## config.mk

```make
export PLATFORM = sky130hd
export DESIGN_NAME = gadget_pow_seq
export DESIGN_NICKNAME = d
export VERILOG_FILES = /design/src/rtl/gadget_pkg.sv /design/src/rtl/gadget_pow_seq.sv
export SDC_FILE = /design/constraint.sdc
export NUM_CORES = 1
export LEC_CHECK = 0
export ABC_CLOCK_PERIOD_IN_PS = 8000
export CAP_MARGIN = 0
export CORE_MARGIN = 4
export CORE_UTILIZATION = 45
export CTS_BUF_LIST = sky130_fd_sc_hd__clkbuf_4 sky130_fd_sc_hd__clkbuf_8
export DETAILED_ROUTE_END_ITERATION = 8
export GPL_TIMING_DRIVEN = 0
export PLACE_DENSITY = 0.81
export SETUP_SLACK_MARGIN = 0.2
export SLEW_MARGIN = 30
export SYNTH_ARGS = -nofsm -noshare
export SYNTH_HDL_FRONTEND = slang
export SYNTH_SLANG_ARGS = --single-unit
```

## constraint.sdc

```tcl
create_clock -name clk -period 8 [get_ports clk]
set_clock_uncertainty 0.2 [all_clocks]
set_input_delay 1.6 -clock clk [delete_from_list [all_inputs] [get_ports clk]]
set_output_delay 1.6 -clock clk [all_outputs]
set_load 0.05 [all_outputs]
```

## src/rtl/gadget_pkg.sv

```systemverilog
// rtl/gadget_pkg.sv - shared state encoding and defaults for the gadget power sequencer
package gadget_pkg;

    localparam int GPOW_DATA_WIDTH = 32;
    localparam int GPOW_TIMEOUT    = 1024;

    typedef enum logic [2:0] {
        ST_IDLE  = 3'd0,
        ST_LOAD  = 3'd1,
        ST_ISSUE = 3'd2,
        ST_WAIT  = 3'd3,
        ST_STORE = 3'd4,
        ST_DONE  = 3'd5
    } gpow_state_t;

endpackage

```

## src/rtl/gadget_pow_seq.sv

```systemverilog
// rtl/gadget_pow_seq.sv - builds pow[k] = Bg^k mod Q on one shared external multiplier
// Optional WAIT watchdog enabled by defining GPOW_TIMEOUT_EN.
module gadget_pow_seq
    import gadget_pkg::*;
#(
    parameter int DATA_WIDTH = GPOW_DATA_WIDTH,
    parameter int n_WIDTH    = 8,
    parameter int L          = 3,
    parameter int IDX_WIDTH  = 2
`ifdef GPOW_TIMEOUT_EN
    ,
    parameter int TIMEOUT    = GPOW_TIMEOUT
`endif
) (
    input  logic                         clk,
    input  logic                         rst,
    input  logic                         start,
    input  logic signed [DATA_WIDTH-1:0] Bg,
    input  logic signed [DATA_WIDTH-1:0] Q,
    output logic                         mm_start,
    output logic signed [DATA_WIDTH-1:0] mm_a,
    output logic signed [DATA_WIDTH-1:0] mm_b,
    output logic signed [DATA_WIDTH-1:0] mm_Q,
    input  logic                         mm_ready,
    input  logic                         mm_done,
    input  logic signed [DATA_WIDTH-1:0] mm_result,
    input  logic [IDX_WIDTH-1:0]         rd_idx,
    output logic signed [DATA_WIDTH-1:0] rd_data,
    output logic                         busy,
    output logic                         done,
    output logic                         err
);

    localparam int                   TBL    = 1 << IDX_WIDTH;
    localparam logic [IDX_WIDTH-1:0] K_LAST = IDX_WIDTH'(L - 1);
    localparam logic [IDX_WIDTH:0]   L_EXT  = (IDX_WIDTH + 1)'(L);

    gpow_state_t                  state, state_nxt;
    logic signed [DATA_WIDTH-1:0] bg_r, q_r, res_r;
    logic signed [DATA_WIDTH-1:0] pow_tbl [TBL];
    logic [IDX_WIDTH-1:0]         k;
    logic                         err_r;
    logic                         accept, capture, q_bad, timeout_hit;

    logic unused_n_width;
    assign unused_n_width = (n_WIDTH > 0);

    assign accept  = start && (state == ST_IDLE || state == ST_DONE);
    assign capture = (state == ST_WAIT) && mm_ready && mm_done;
    assign q_bad   = q_r[DATA_WIDTH-1] || (q_r == '0);

`ifdef GPOW_TIMEOUT_EN
    logic [15:0] wd_cnt;
    assign timeout_hit = (state == ST_WAIT) && !capture && (wd_cnt == 16'(TIMEOUT - 1));

    always_ff @(posedge clk or posedge rst) begin
        if (rst) begin
            wd_cnt <= '0;
        end else if (state == ST_ISSUE) begin
            wd_cnt <= '0;
        end else if (state == ST_WAIT) begin
            wd_cnt <= wd_cnt + 16'd1;
        end
    end
`else
    assign timeout_hit = 1'b0;
`endif

    always_ff @(posedge clk or posedge rst) begin
        if (rst) state <= ST_IDLE;
        else     state <= state_nxt;
    end

    always_comb begin
        state_nxt = state;
        mm_start  = 1'b0;
        busy      = 1'b0;
        done      = 1'b0;
        case (state)
            ST_IDLE:  if (start) state_nxt = ST_LOAD;
            ST_LOAD: begin
                busy      = 1'b1;
                state_nxt = q_bad ? ST_DONE : ST_ISSUE;
            end
            ST_ISSUE: begin
                busy      = 1'b1;
                mm_start  = 1'b1;
                state_nxt = ST_WAIT;
            end
            ST_WAIT: begin
                busy = 1'b1;
                if (capture)          state_nxt = ST_STORE;
                else if (timeout_hit) state_nxt = ST_DONE;
            end
            ST_STORE: begin
                busy      = 1'b1;
                state_nxt = (k == K_LAST) ? ST_DONE : ST_ISSUE;
            end
            ST_DONE: begin
                done = 1'b1;
                if (start) state_nxt = ST_LOAD;
            end
            default:  state_nxt = ST_IDLE;
        endcase
    end

    // Every run starts from a cleared table so aborted runs leave zeros behind.
    always_ff @(posedge clk or posedge rst) begin
        if (rst) begin
            bg_r  <= '0;
            q_r   <= '0;
            res_r <= '0;
            k     <= IDX_WIDTH'(1);
            err_r <= 1'b0;
            for (int i = 0; i < TBL; i++) pow_tbl[i] <= '0;
        end else begin
            if (accept) begin
                bg_r  <= Bg;
                q_r   <= Q;
                err_r <= 1'b0;
            end
            case (state)
                ST_LOAD: begin
                    k <= IDX_WIDTH'(1);
                    for (int i = 0; i < TBL; i++) pow_tbl[i] <= '0;
                    if (q_bad) err_r <= 1'b1;
                    else       pow_tbl[0] <= (q_r == DATA_WIDTH'(1)) ? '0 : DATA_WIDTH'(1);
                end
                ST_WAIT: begin
                    if (capture)     res_r <= mm_result;
                    if (timeout_hit) err_r <= 1'b1;
                end
                ST_STORE: begin
                    pow_tbl[k] <= res_r;
                    if (k != K_LAST) k <= k + IDX_WIDTH'(1);
                end
                default: ;
            endcase
        end
    end

    assign mm_a    = pow_tbl[k - IDX_WIDTH'(1)];
    assign mm_b    = bg_r;
    assign mm_Q    = q_r;
    assign err     = err_r;
    assign rd_data = ({1'b0, rd_idx} < L_EXT) ? pow_tbl[rd_idx] : '0;

endmodule

```

Yosys cells after proc, flatten, opt, wreduce, memory -nomap -nowiden

Cells that the tools add are included.
W data, S select, Z words.

Register bits: 230
Input bits: 103
Output and inout port bits: 132
Logic and storage cells: 71

Add/subtract/negate cells: 2
Order comparisons: 5
Equality and inequality tests: 11
Muxes and demuxes: 26
Bitwise gates (word level): 3
Reductions and logical operators: 14

Operator list:

| operator              | count |
|---|---|
| $pmux W128 S2         | 1 |
| $mux W32              | 6 |
| $bmux W32 S2          | 2 |
| $bwmux W128           | 1 |
| $demux W32 S2         | 1 |
| $eq A32 B2 Y1 const B | 1 |
| $logic_not A32 Y1     | 1 |
| $pmux W3 S5           | 1 |
| $mux W3               | 4 |
| $ge A3 B3 Y1 const B  | 3 |
| $not A2 Y3            | 3 |
| $mux W1               | 8 |
| $eq A3 B2 Y1 const B  | 2 |
| $eq A3 B3 Y1 const B  | 2 |
| $ne A2 B2 Y1 const B  | 3 |
| $reduce_and A2 Y1     | 3 |
| $logic_and A1 B1 Y1   | 4 |
| $pmux W2 S2           | 1 |
| $reduce_or A4 Y1      | 1 |
| $eq A3 B1 Y1 const B  | 1 |
| $logic_not A3 Y1      | 1 |
| $lt A3 B1 Y1 const B  | 1 |
| $add A2 B1 Y2 const B | 1 |
| $eq A2 B2 Y1 const B  | 1 |
| 7 further kinds       | 8 |

Depth between registers and ports, before layout

Gate-level depths: netlist (run 1).

Word-level depth: 7
Depth in mapped cells: 10
Depth with buffers taken out: 6

Worst setup path after synthesis (run 1)

No wires, ideal clock.

Path type: in2out
Start point: input port rd_idx[1]
End point: output port rd_data[10]
Arrival: 3286 ps
Data required time: 6200 ps
Setup slack: 2914 ps
Cell stages on the path: 4
Buffers on the path: 2
Cells stage by stage: clkbuf_1 buf_2 mux2i_1 o21ai_0

Cells in the longest elaborated chain, start to end: 5
Elaborated cells between the ends (all ways): 6
Classes of those cells: order compare: 1; mux: 4; bitwise: 1

Ends and longest elaborated chain:

| item                                        | line                  | source |
|---|---|---|
| start, declared                             | gadget_pow_seq.sv:27  | `input logic [IDX_WIDTH-1:0] rd_idx,` |
| $not A2 Y3 (implied by the code)            | gadget_pow_seq.sv:146 | `assign rd_data = ({1'b0, rd_idx} < L_EXT) ? pow_tbl[rd_idx] : '0;` |
| $bmux W32 S2                                | gadget_pow_seq.sv:146 |  |
| $mux W32 (implied by the code) (2 in a row) | gadget_pow_seq.sv:146 |  |
| $mux W32 (*)                                | gadget_pow_seq.sv:146 |  |
| end, declared                               | gadget_pow_seq.sv:28  | `output logic signed [DATA_WIDTH-1:0] rd_data,` |

Mark *: on every way between the ends. The rest lies on a longest branch, timed or not. The select of a mux whose other input is x is not followed.

Worst setup path after layout (run 1)

Start point: register k[0]
End point: output port mm_a[21]

Cells in the longest elaborated chain, start to end: 5

Ends and longest elaborated chain:

| item                                        | line                  | source |
|---|---|---|
| start, declared                             | gadget_pow_seq.sv:41  | `logic [IDX_WIDTH-1:0] k;` |
| start signal, assigned                      | gadget_pow_seq.sv:135 | `if (k != K_LAST) k <= k + IDX_WIDTH'(1);` |
| $sub A2 B1 Y2                               | gadget_pow_seq.sv:142 | `assign mm_a = pow_tbl[k - IDX_WIDTH'(1)];` |
| $not A2 Y3 (implied by the code)            | gadget_pow_seq.sv:142 |  |
| $bmux W32 S2                                | gadget_pow_seq.sv:142 |  |
| $mux W32 (implied by the code) (2 in a row) | gadget_pow_seq.sv:142 |  |
| end, declared                               | gadget_pow_seq.sv:21  | `output logic signed [DATA_WIDTH-1:0] mm_a,` |

No other way between the ends. The select of a mux whose other input is x is not followed.

==> reports/metrics.yaml, run 1 <==
layout:
  layout-drive-gt1-share_pct: 17.1
  syn2layout_area_growth_pct: 36.6
  fillers: 1772
  antenna_cells: 0
  utilization_pct: 62.7
  design_area_sq_um: 14300
  fin_cells: 1543
  nets: 1306
routing:
  post_drt_via_cell_ratio: 5.58
  firstDrtPassIters: 6
  drt_drc_violations_left: 0
  drt-total-wl_microns: 31400
  ant_nets: 0
  vias: 8608
  wl_per_cell_microns: 20.3
  drtIter0Drc: 696
timing:
  timing.final.crit_share_pct: 81.1
  fmax_mhz: 154
  grt_setup_unrepaired: "no"
  max_slew_margin_pct: 57.9
  hold_violations: 0
  tightest_slew_ns: 0.632
  worst_slack_ns: 1.51
  min_period_ns: 6.49
  drv_slew: 0
  tns_ns: 0
  finalSetupViolations: 0
synth:
  synthTopCellsByCount: "dfrtp_1, nand2_1, o21ai_0"
  syn_area_sq_um: 10500
  synthFlopType: "dfrtp_1"
  avgSynthCellArea_sq_um: 11.4
  synth_top_area_share_pct: 54.8
  synth_cells: 914
  ys_warn_count: 0
  synth_nets: 1021
  synth_edf_count: 0
  ys_seq_area_share_pct: 55.1
  synth_area_leader_cell: "dfrtp_1"
  ys_async_sr_fraction_pct: 100
  ys_ff_latch: 230
  yosys-top-cells-area: "dfrtp_1, nand2_1, mux4_2"
  synth.distinct_cells: 40
critical_path:
  startpoint: "k[0]"
  path_class: "register to output pin"
  cp.required_ns: 6.20
  crit_path_end_kind: "output pin"
  ff2ff_path_depth: 10
  r2r_slack_ns: 4.54
  crit_fanout: 10
  start_kind: "register"
  r2r_start: "k[0]"
  arrival_ns: 4.69
hold_path:
  hold_path_depth: 1
  hold_path_class: "register to register"
  hp-start: "mm_b[13]"
grt:
  first_global_vias: 9208
  grtUsageTotal_pct: 24.4
  grt_pass1_wl_microns: 50500
  grt_start_max_net_pins: 31
  grt_overflow: 0
  antenna_found_initial: 0
placed_design:
  placed_cells: 1469
  portBuffers: 233
  post-place-ws_ns: 1.96
  dpl.hpwl_microns: 22300
  post_dp_cell_area_sq_um: 13400
  gp_congestion: 0.866
clock_network:
  post_cts_resized: 0
  cts-buffers-inserted: 41
  root_buffer: "clkbuf_8"
  htree_levels: 2
  cts_tree: "done"
  clk_latency_ns: 0.54
  clock_sinks: 230
  postCtsSetupRepairBufs: 0
  clk_path_buf_depth: 3
  clkTransAtPathRegs_ns: 0.06
  ctsHoldBuffers: 0
power_and_ir_drop:
  swShare_pct: 44.3
  power_density_nw_per_um2: 412
  p_leak_nw: 6.10
  peakVddDrop_v: 0.000340
  power.internal_mw: 3.28
  clkPwrFrac_pct: 20.2
  pwr-share-seq_pct: 33.3
  p_comb_share_pct: 46.5
  p_switching_mw: 2.60
status:
  outcome: "complete, no violations"
floorplanning:
  io_pins: 235
  die_area_sq_um: 25700
  die_y_microns: 160
  rows: 55
  die_w_microns: 160
  coreArea_sq_um: 22800
  initial_core_util_pct: 45.9
run:
  maxCapViolCount: 0
==> cell usage in the layout, fill, tap and decap left out, types with 6 or more instances in the layout <==
cell type        Yosys  layout
mux2_1              52      52
dfrtp_1            229     229
mux4_2              32      32
nand2_1            229     229
a22o_1              34      34
buf_12               0       6
clkbuf_1            26      26
mux2i_1             32      32
mux2_2              45      45
clkdlybuf4s50_1      0     233
clkbuf_8             0      52
nor2_1               8       8
buf_2               39      39
o21ai_0            129     129
clkbuf_4             0      15
nor4_1               6       6
==> cells by family (layout without fill, tap and decap cells) <==
kind of cell / after synthesis / in the layout / share of synthesized area, %
AO/OA/AOI/OAI: 177 / 177 / 10.1
XOR/XNOR: 2 / 2 / 0.168
AND/OR/NAND/NOR: 263 / 263 / 10.2
buffers and inverters: 77 / 393 / 3.63
multiplexers: 161 / 161 / 20.4
adder cells (fa/ha/maj): 4 / 4 / 0.479
flip-flops: 230 / 230 / 55.1
==> sequential cells by signal, indices dropped and copies added, names as in the netlist <==
register,count
mm_Q,32
k,2
mm_b,32
err,1
state,3
res_r,32
pow_tbl,128
==> critical path: stages, from the launching register on <==
cell	delay [ns]
dfstp_2	0.54
buf_2	0.26
buf_2	0.38
buf_2	0.36
inv_1	0.15
ha_1	0.30
clkbuf_1	0.36
buf_2	0.49
mux4_2	0.59
clkdlybuf4s50_1	0.72
==> power by group through the flow <==
stage / sequential (mW) / clock [mW] / combinational (mW)
floorplan: 2.44 / 0 / 1.26
global placement: 1.94 / 0 / 2.69
detailed placement: 1.96 / 0 / 2.74
CTS: 1.95 / 1.20 / 2.75
global route: 2.01 / 1.26 / 2.90
finish: 1.96 / 1.19 / 2.73
==> cell type report <==
| type | count | area [sq um] | share of cell area (%) |
|---|---|---|---|
| Sequential cell | 230 | 5760 | 40.3 |
| Multi-Input combinational cell | 607 | 4320 | 30.2 |
| Timing Repair Buffer | 242 | 2530 | 17.7 |
| Clock buffer | 67 | 828 | 5.80 |
| Tap cell | 313 | 392 | 2.74 |
| Buffer | 72 | 360 | 2.52 |
| Clock inverter | 7 | 70.1 | 0.490 |
| Inverter | 5 | 22.5 | 0.158 |
==> routing by layer <==
metal | vias to the layer above | part of all wire, % | track usage (%)
li1 | 3791 | - | -
met1 | 4248 | 36 | 29.8
met2 | 489 | 49 | 40.6
met3 | 80 | 11 | 8.37
met4 | 0 | 3.2 | 8.76
met5 | - | 0 | 0.189
==> through the flow <==
step / power [mW] / hold WS, ns
2_1_floorplan: 3.70 / 0.282
3_3_place_gp: 4.63 / 0.266
5_1_grt: 6.17 / 0.298
6_report: 5.88 / 0.287
4_1_cts: 5.91 / 0.287
3_5_place_dp: 4.70 / 0.275
==> worst paths after layout <==
check,end
max,mm_a[21]
min reg2reg,mm_b[13]
min in group asynchronous,mm_b[24]
max in group asynchronous,res_r[9]
min,mm_b[13]
max reg2reg,pow_tbl[41]
No activity file was read; power rests on OpenSTA's default activity.
==> run 2: changes to the inputs <==
--- a/config.mk
+++ b/config.mk
@@ -5,14 +5,14 @@
 export SDC_FILE = /design/constraint.sdc
 export NUM_CORES = 1
 export LEC_CHECK = 0
-export ABC_CLOCK_PERIOD_IN_PS = 8000
+export ABC_CLOCK_PERIOD_IN_PS = 6400
 export CAP_MARGIN = 0
 export CORE_MARGIN = 4
 export CORE_UTILIZATION = 45
 export CTS_BUF_LIST = sky130_fd_sc_hd__clkbuf_4 sky130_fd_sc_hd__clkbuf_8
 export DETAILED_ROUTE_END_ITERATION = 8
 export GPL_TIMING_DRIVEN = 0
-export PLACE_DENSITY = 0.81
+export PLACE_DENSITY = 0.79
 export SETUP_SLACK_MARGIN = 0.2
 export SLEW_MARGIN = 30
 export SYNTH_ARGS = -nofsm -noshare
==> constraint.sdc (replaced) <==
create_clock -name clk -period 6.4 [get_ports clk]
set_clock_uncertainty 0.2 [all_clocks]
set_input_delay 1.28 -clock clk [delete_from_list [all_inputs] [get_ports clk]]
set_output_delay 1.28 -clock clk [all_outputs]
set_load 0.05 [all_outputs]
==> run 2 against run 1 <==
- sequential power increased by 24%
- final area decreased by 0.66%
- worst setup slack got worse by 1.0 ns
- sequential share of layout area is 0.27 points higher
- register-to-register slack lost 1.5 ns
- clock power up 18%
- critical path depth unchanged
- global-route usage shrank 0.34 points
- power grew 24%
- critical path type unchanged
- highest routed layer unchanged
==> reports/metrics.yaml, run 2 (same netlist as run 1, synthesis figures left out) <==
status:
  outcome: "complete, no violations"
timing:
  hold-worst-slack_ns: 0.282  # -0.00514 ns
  worst_slack_ns: 0.503  # -1.01 ns
  timing.final.crit_share_pct: 92.1
  max_slew_margin_pct: 51.5  # -6.4 points
  grt_setup_unrepaired: "no"
  min_period_ns: 5.90
  tns_ns: 0  # unchanged
  fmax_mhz: 170
  finalSetupViolations: 0  # unchanged
  hold_violations: 0  # unchanged
  drv_slew: 0  # unchanged
  tightest_slew_ns: 0.728  # +0.0961 ns
clock_network:
  clkTransAtPathRegs_ns: 0.06  # about the same
  clock_sinks: 230  # unchanged
  postCtsSetupRepairBufs: 0  # unchanged
  cts-buffers-inserted: 39  # -4.9%
  htree_levels: 2  # unchanged
  clk_path_buf_depth: 3  # unchanged
  cts_tree: "done"
  clk_latency_ns: 0.54  # about the same
  root_buffer: "clkbuf_8"
critical_path:
  start_kind: "register"
  worstPathBufferInverterCount: 7  # unchanged
  cp_slowest_cell: "clkdlybuf4s50_1"
  critical_path.most_common_cell: "buf_2"
  crit_fanout: 10  # unchanged
  arrival_ns: 4.42  # -0.27 ns
  crit_chain: "buf_2, buf_2, buf_2, inv_1, ha_1, clkbuf_2, buf_2, mux4_2, clkdlybuf4s50_1"
  slowest_delay_ns: 0.73  # about the same
  crit_family: "buffers and inverters"
  r2r_slack_ns: 3.00  # -1.54 ns
  crit_path_end_kind: "output pin"
  cp.required_ns: 4.92  # -1.28 ns
  path_class: "register to output pin"
routing:
  drtIter0Drc: 629  # -9.6%
  wl_per_cell_microns: 20.3  # -0.37%
  vias: 8479  # -1.5%
  drt_drc_violations_left: 0  # unchanged
  drt-total-wl_microns: 31100  # -0.76%
  post_drt_via_cell_ratio: 5.52  # -1.1%
  firstDrtPassIters: 8  # +2
  ant_nets: 0  # unchanged
power_and_ir_drop:
  peakVddDrop_v: 0.000363  # +6.7%
  p_switching_mw: 3.23  # +24%
  clkPwrFrac_pct: 19.4  # -0.8 points
  pwr-share-seq_pct: 33.5  # +0.2 points
  p_comb_share_pct: 47.1  # +0.6 points
  p_leak_nw: 6.05  # -0.76%
  power_density_nw_per_um2: 512  # +24%
  swShare_pct: 44.4  # +0.17 points
  power.internal_mw: 4.04  # +23%
placed_design:
  gp_congestion: 0.831  # -4.0%
  dpl.hpwl_microns: 21800  # -2.1%
  post-place-ws_ns: 0.797  # -1.17 ns
  post_dp_cell_area_sq_um: 13400  # -0.26%
  portBuffers: 233  # unchanged
layout:
  fillers: 1803  # +1.7%
  nets: 1303  # -0.23%
  largest_reg_flops: 128  # unchanged
  mostFrequentLayoutCells: "clkdlybuf4s50_1, nand2_1, dfrtp_1, o21ai_0, mux2_1"
  design_area_sq_um: 14200  # -0.66%
  regMostFlops: "pow_tbl"
  layout-drive-gt1-share_pct: 16.7  # -0.39 points
  final_common_cell: "clkdlybuf4s50_1"
  syn2layout_area_growth_pct: 35.7
  seq_area_sq_um: 5760  # unchanged
  utilization_pct: 62.3  # -0.41 points
  multiInputGateArea_sq_um: 4320  # unchanged
grt:
  first_global_vias: 8919  # -3.1%
  grtUsageTotal_pct: 24.1  # -0.34 points
  antenna_found_initial: 1  # +1
  grt_pass1_wl_microns: 49500  # -1.9%
  grt_overflow: 0  # unchanged
  grt_start_max_net_pins: 31  # unchanged
floorplanning:
  io_pins: 235  # unchanged
  die_area_sq_um: 25700  # unchanged
  rows: 55  # unchanged
  die_y_microns: 160  # unchanged
  die_w_microns: 160  # unchanged
  coreArea_sq_um: 22800  # unchanged
  initial_core_util_pct: 45.9  # unchanged
hold_path:
  hold_path_class: "register to register"
run:
  maxCapViolCount: 0  # unchanged
## run 2: repair_timing
action	in CTS	in global routing
hold buffers	0	0
endpoints found under the setup margin	0	23
gates resized for setup	0	4
## run 2: path summary, 6_finish.rpt
path | startpoint | to | cells after the start
worst max-delay path | k[0] | mm_a[30] | 9
worst min-delay path | mm_b[14] | mm_b[14] | 1
worst max register to register | k[0] | pow_tbl[40] | 10
worst min register to register | mm_b[14] | mm_b[14] | 1
max in group asynchronous | rst | pow_tbl[43] | 6
min in group asynchronous | rst | mm_b[24] | 2
## run 2: through the flow
step / cells / power, mW
2_1_floorplan: 914 / 4.63
3_3_place_gp: 1460 / 5.79
3_5_place_dp: 1468 / 5.87
4_1_cts: 1536 / 7.30
5_1_grt: 1536 / 7.64
6_report: 1537 / 7.27
## run 2: per-layer routing
layer / vias up / track usage [%] / share of wire (%)
li1: 3781 / - / -
met5: - / 0 / 0
met2: 458 / 38.7 / 48
met3: 60 / 9.75 / 13
met1: 4180 / 29.8 / 37
met4: 0 / 8.17 / 2.5
## run 2: layout make-up
| cell class | count | area share, % |
|---|---|---|
| clock inverter | 7 | 0.423 |
| timing repair buffer | 241 | 17.6 |
| buffer | 72 | 2.58 |
| multi-input combinational | 607 | 30.4 |
| tap | 313 | 2.76 |
| inverter | 5 | 0.159 |
| antenna | 1 | 0.0176 |
| sequential | 230 | 40.6 |
| clock buffer | 61 | 5.43 |
## run 2: power by group through the flow
stage	clock (mW)	sequential, mW	combinational, mW
after floorplan	0	3.05	1.57
after global placement	0	2.43	3.37
after detailed placement	0	2.45	3.42
after CTS	1.43	2.43	3.44
after global routing	1.50	2.51	3.63
final	1.41	2.44	3.42
## run 2: worst reg2reg max path, cell delays in order, from the launching register on
cell      delay (ns)
dfstp_2         0.55
buf_2           0.26
buf_2           0.37
buf_2           0.38
inv_1           0.15
ha_1            0.29
nand2_1         0.08
o21ai_0         0.07
nand2_1         0.26
clkbuf_1        0.53
a22o_1          0.23
==> run 3: changes to the inputs <==
--- a/config.mk
+++ b/config.mk
@@ -7,9 +7,9 @@
 export LEC_CHECK = 0
 export ABC_CLOCK_PERIOD_IN_PS = 6400
 export CAP_MARGIN = 0
-export CORE_MARGIN = 4
 export CORE_UTILIZATION = 45
 export CTS_BUF_LIST = sky130_fd_sc_hd__clkbuf_4 sky130_fd_sc_hd__clkbuf_8
+export CTS_CLUSTER_SIZE = 40
 export DETAILED_ROUTE_END_ITERATION = 8
 export GPL_TIMING_DRIVEN = 0
 export PLACE_DENSITY = 0.79
==> run 3 against run 2 <==
- sequential power is essentially flat
- worst setup slack gained 0.018 ns
- non-clock buffer count grew 1
- power is essentially flat
- sequential share of layout area shrank 0.061 points
- cell count shrank 1.8%
- clock power is essentially flat
- sequential cell count is the same
- core utilization grew 0.28 points
- clock-buffer cell count grew 4
- final area grew 0.15%
- largest cell class unchanged
- largest power group unchanged
- highest routed layer is now met5
==> reports/metrics.yaml, run 3 (same netlist as run 1, synthesis figures left out) <==
hold_path:
  hold_path_class: "register to register"
  hold_path_depth: 1  # unchanged
timing:
  grt_setup_unrepaired: "no"
  min_period_ns: 5.88  # -0.0177 ns
  max_slew_margin_pct: 55.4  # +3.9 points
  hold_violations: 0  # unchanged
  tns_ns: 0  # unchanged
  tightest_slew_ns: 0.669  # -0.0589 ns
  drv_slew: 0  # unchanged
  timing.final.crit_share_pct: 91.9  # -0.28 points
  finalSetupViolations: 0  # unchanged
  fmax_mhz: 170  # +0.30%
layout:
  fillers: 1760  # -2.4%
  antenna_cells: 0  # -1
  largest_reg_flops: 128  # unchanged
  layout-drive-gt1-share_pct: 16.8  # +0.14 points
  regMostFlops: "pow_tbl"
  nets: 1306  # +0.23%
  syn2layout_area_growth_pct: 35.9
  fin_cells: 1510  # -1.8%
  mostFrequentLayoutCells: "nand2_1, dfrtp_1, clkdlybuf4s50_1, o21ai_0, mux2_1"
critical_path:
  cp.required_ns: 4.92  # about the same
  crit_fanout: 10  # unchanged
  start_kind: "register"
  crit_path_end_kind: "output pin"
  ff2ff_path_depth: 10  # unchanged
  path_class: "register to output pin"
  arrival_ns: 4.40  # -0.02 ns
run:
  maxCapViolCount: 0  # unchanged
power_and_ir_drop:
  swShare_pct: 44.5  # about the same
  peakVddDrop_v: 0.000399  # +10%
  power_density_nw_per_um2: 511  # -0.25%
  power.total_mw: 7.26  # about the same
  p_comb_share_pct: 47.2  # about the same
  p_leak_nw: 6.21  # +2.6%
  p_switching_mw: 3.23  # about the same
  clkPwrFrac_pct: 19.3  # about the same
  power.internal_mw: 4.03  # -0.15%
  pwr-share-seq_pct: 33.6  # about the same
floorplanning:
  initial_core_util_pct: 46.0  # +0.14 points
  rows: 55  # unchanged
  io_pins: 235  # unchanged
  die_y_microns: 154  # -3.7%
  die_w_microns: 154  # -3.7%
  coreArea_sq_um: 22700  # -0.30%
  die_area_sq_um: 23900  # -7.3%
clock_network:
  clock_sinks: 230  # unchanged
  cts-buffers-inserted: 41  # +5.1%
  htree_levels: 2  # unchanged
  clk_path_buf_depth: 3  # unchanged
  postCtsSetupRepairBufs: 0  # unchanged
  clk_latency_ns: 0.56  # +0.02 ns
  root_buffer: "clkbuf_8"
  cts_tree: "done"
  clkTransAtPathRegs_ns: 0.06  # about the same
placed_design:
  dpl.hpwl_microns: 21300  # -2.5%
  portBuffers: 233  # unchanged
  gp_congestion: 0.818  # -1.6%
  placed_cells: 1441  # -1.8%
routing:
  drtIter0Drc: 642  # +2.1%
  ant_nets: 0  # unchanged
  post_drt_via_cell_ratio: 5.65  # +2.4%
  drt-total-wl_microns: 30300  # -2.6%
  drt_drc_violations_left: 0  # unchanged
  firstDrtPassIters: 5  # -3
  vias: 8526  # +0.55%
  wl_per_cell_microns: 20.1  # -0.86%
grt:
  grtUsageTotal_pct: 26.3  # +2.2 points
  grt_use_met2_pct: 42.3  # +3.6 points
  grt_pass1_wl_microns: 48500  # -2.1%
  first_global_vias: 8970  # +0.57%
  gr-usage-met1_pct: 32.5  # +2.7 points
  grt_overflow: 0  # unchanged
  met3_usage_pct: 8.69  # -1.1 points
  busiest_layer: "met2"
  antenna_found_initial: 1  # unchanged
  grt_start_max_net_pins: 29  # -6.5%
status:
  outcome: "complete, no violations"
-- run 3: changes by cell type in the layout (fill, tap and decap cells not counted), sizes merged --
| cell | delta |
|---|---|
| clkbuf | +5 |
| dlymetal6s2s | +8 |
| clkinvlp | +2 |
| bufinv | -1 |
| clkinv | -4 |
| diode | -1 |
| clkdlybuf4s50 | -8 |
-- run 3: routing by layer --
layer	vias up	share of wire (%)
li1	3773	-
met2	460	48
met5	-	0.040
met3	71	11
met1	4220	38
met4	2	3.1
-- run 3: what timing repair did --
| item | in CTS | in global routing |
|---|---|---|
| hold buffers | 0 | 0 |
| resized for setup | 0 | 13 |
| endpoints found under the setup margin | 0 | 24 |
-- run 3: critical path, cell delays in order (launching register included) --
cell and delay, ns:
dfstp_2 0.55, buf_2 0.28, buf_2 0.38, buf_2 0.35
inv_1 0.15, ha_1 0.30, clkbuf_2 0.23, clkbuf_4 0.32
mux4_2 0.57, clkdlybuf4s50_1 0.73
-- run 3: final timing paths --
path	from	end	slack [ns]
max	k[0]	mm_a[29]	0.52
min	mm_b[9]	mm_b[9]	0.28
max reg2reg	k[0]	pow_tbl[32]	3.00
min reg2reg	mm_b[9]	mm_b[9]	0.28
max in group asynchronous	rst	pow_tbl[2]	3.75
min in group asynchronous	rst	mm_b[24]	0.94
-- run 3: power by group through the flow --
stage / registers [mW] / clock network, mW / logic, mW
2_1_floorplan: 3.05 / 0 / 1.57
3_3_place_gp: 2.42 / 0 / 3.36
3_5_place_dp: 2.45 / 0 / 3.42
4_1_cts: 2.43 / 1.42 / 3.44
5_1_grt: 2.51 / 1.48 / 3.61
6_report: 2.44 / 1.40 / 3.42
-- run 3: layout make-up --
class | instances | area, sq um | area share (%)
plain buffers | 72 | 369 | 2.60
clock buffers | 65 | 807 | 5.68
clock inverters | 4 | 25.0 | 0.176
inverters | 5 | 22.5 | 0.158
multi-input cells | 607 | 4320 | 30.4
flip-flops and latches | 230 | 5760 | 40.5
well taps | 285 | 357 | 2.51
repair buffers | 242 | 2550 | 18.0
-- run 3: per-stage QoR --
| stage | util (%) | hold WS [ns] | setup slack (ns) | area (sq um) |
|---|---|---|---|---|
| floorplan | - | 0.282 | 1.91 | 10500 |
| global placement | 57.9 | 0.266 | 0.155 | 13100 |
| detailed placement | 58.8 | 0.274 | 0.787 | 13400 |
| CTS | 62.5 | 0.286 | 0.201 | 14200 |
| global route | 62.6 | 0.304 | 0.311 | 14200 |
| finish | 62.6 | 0.280 | 0.520 | 14200 |
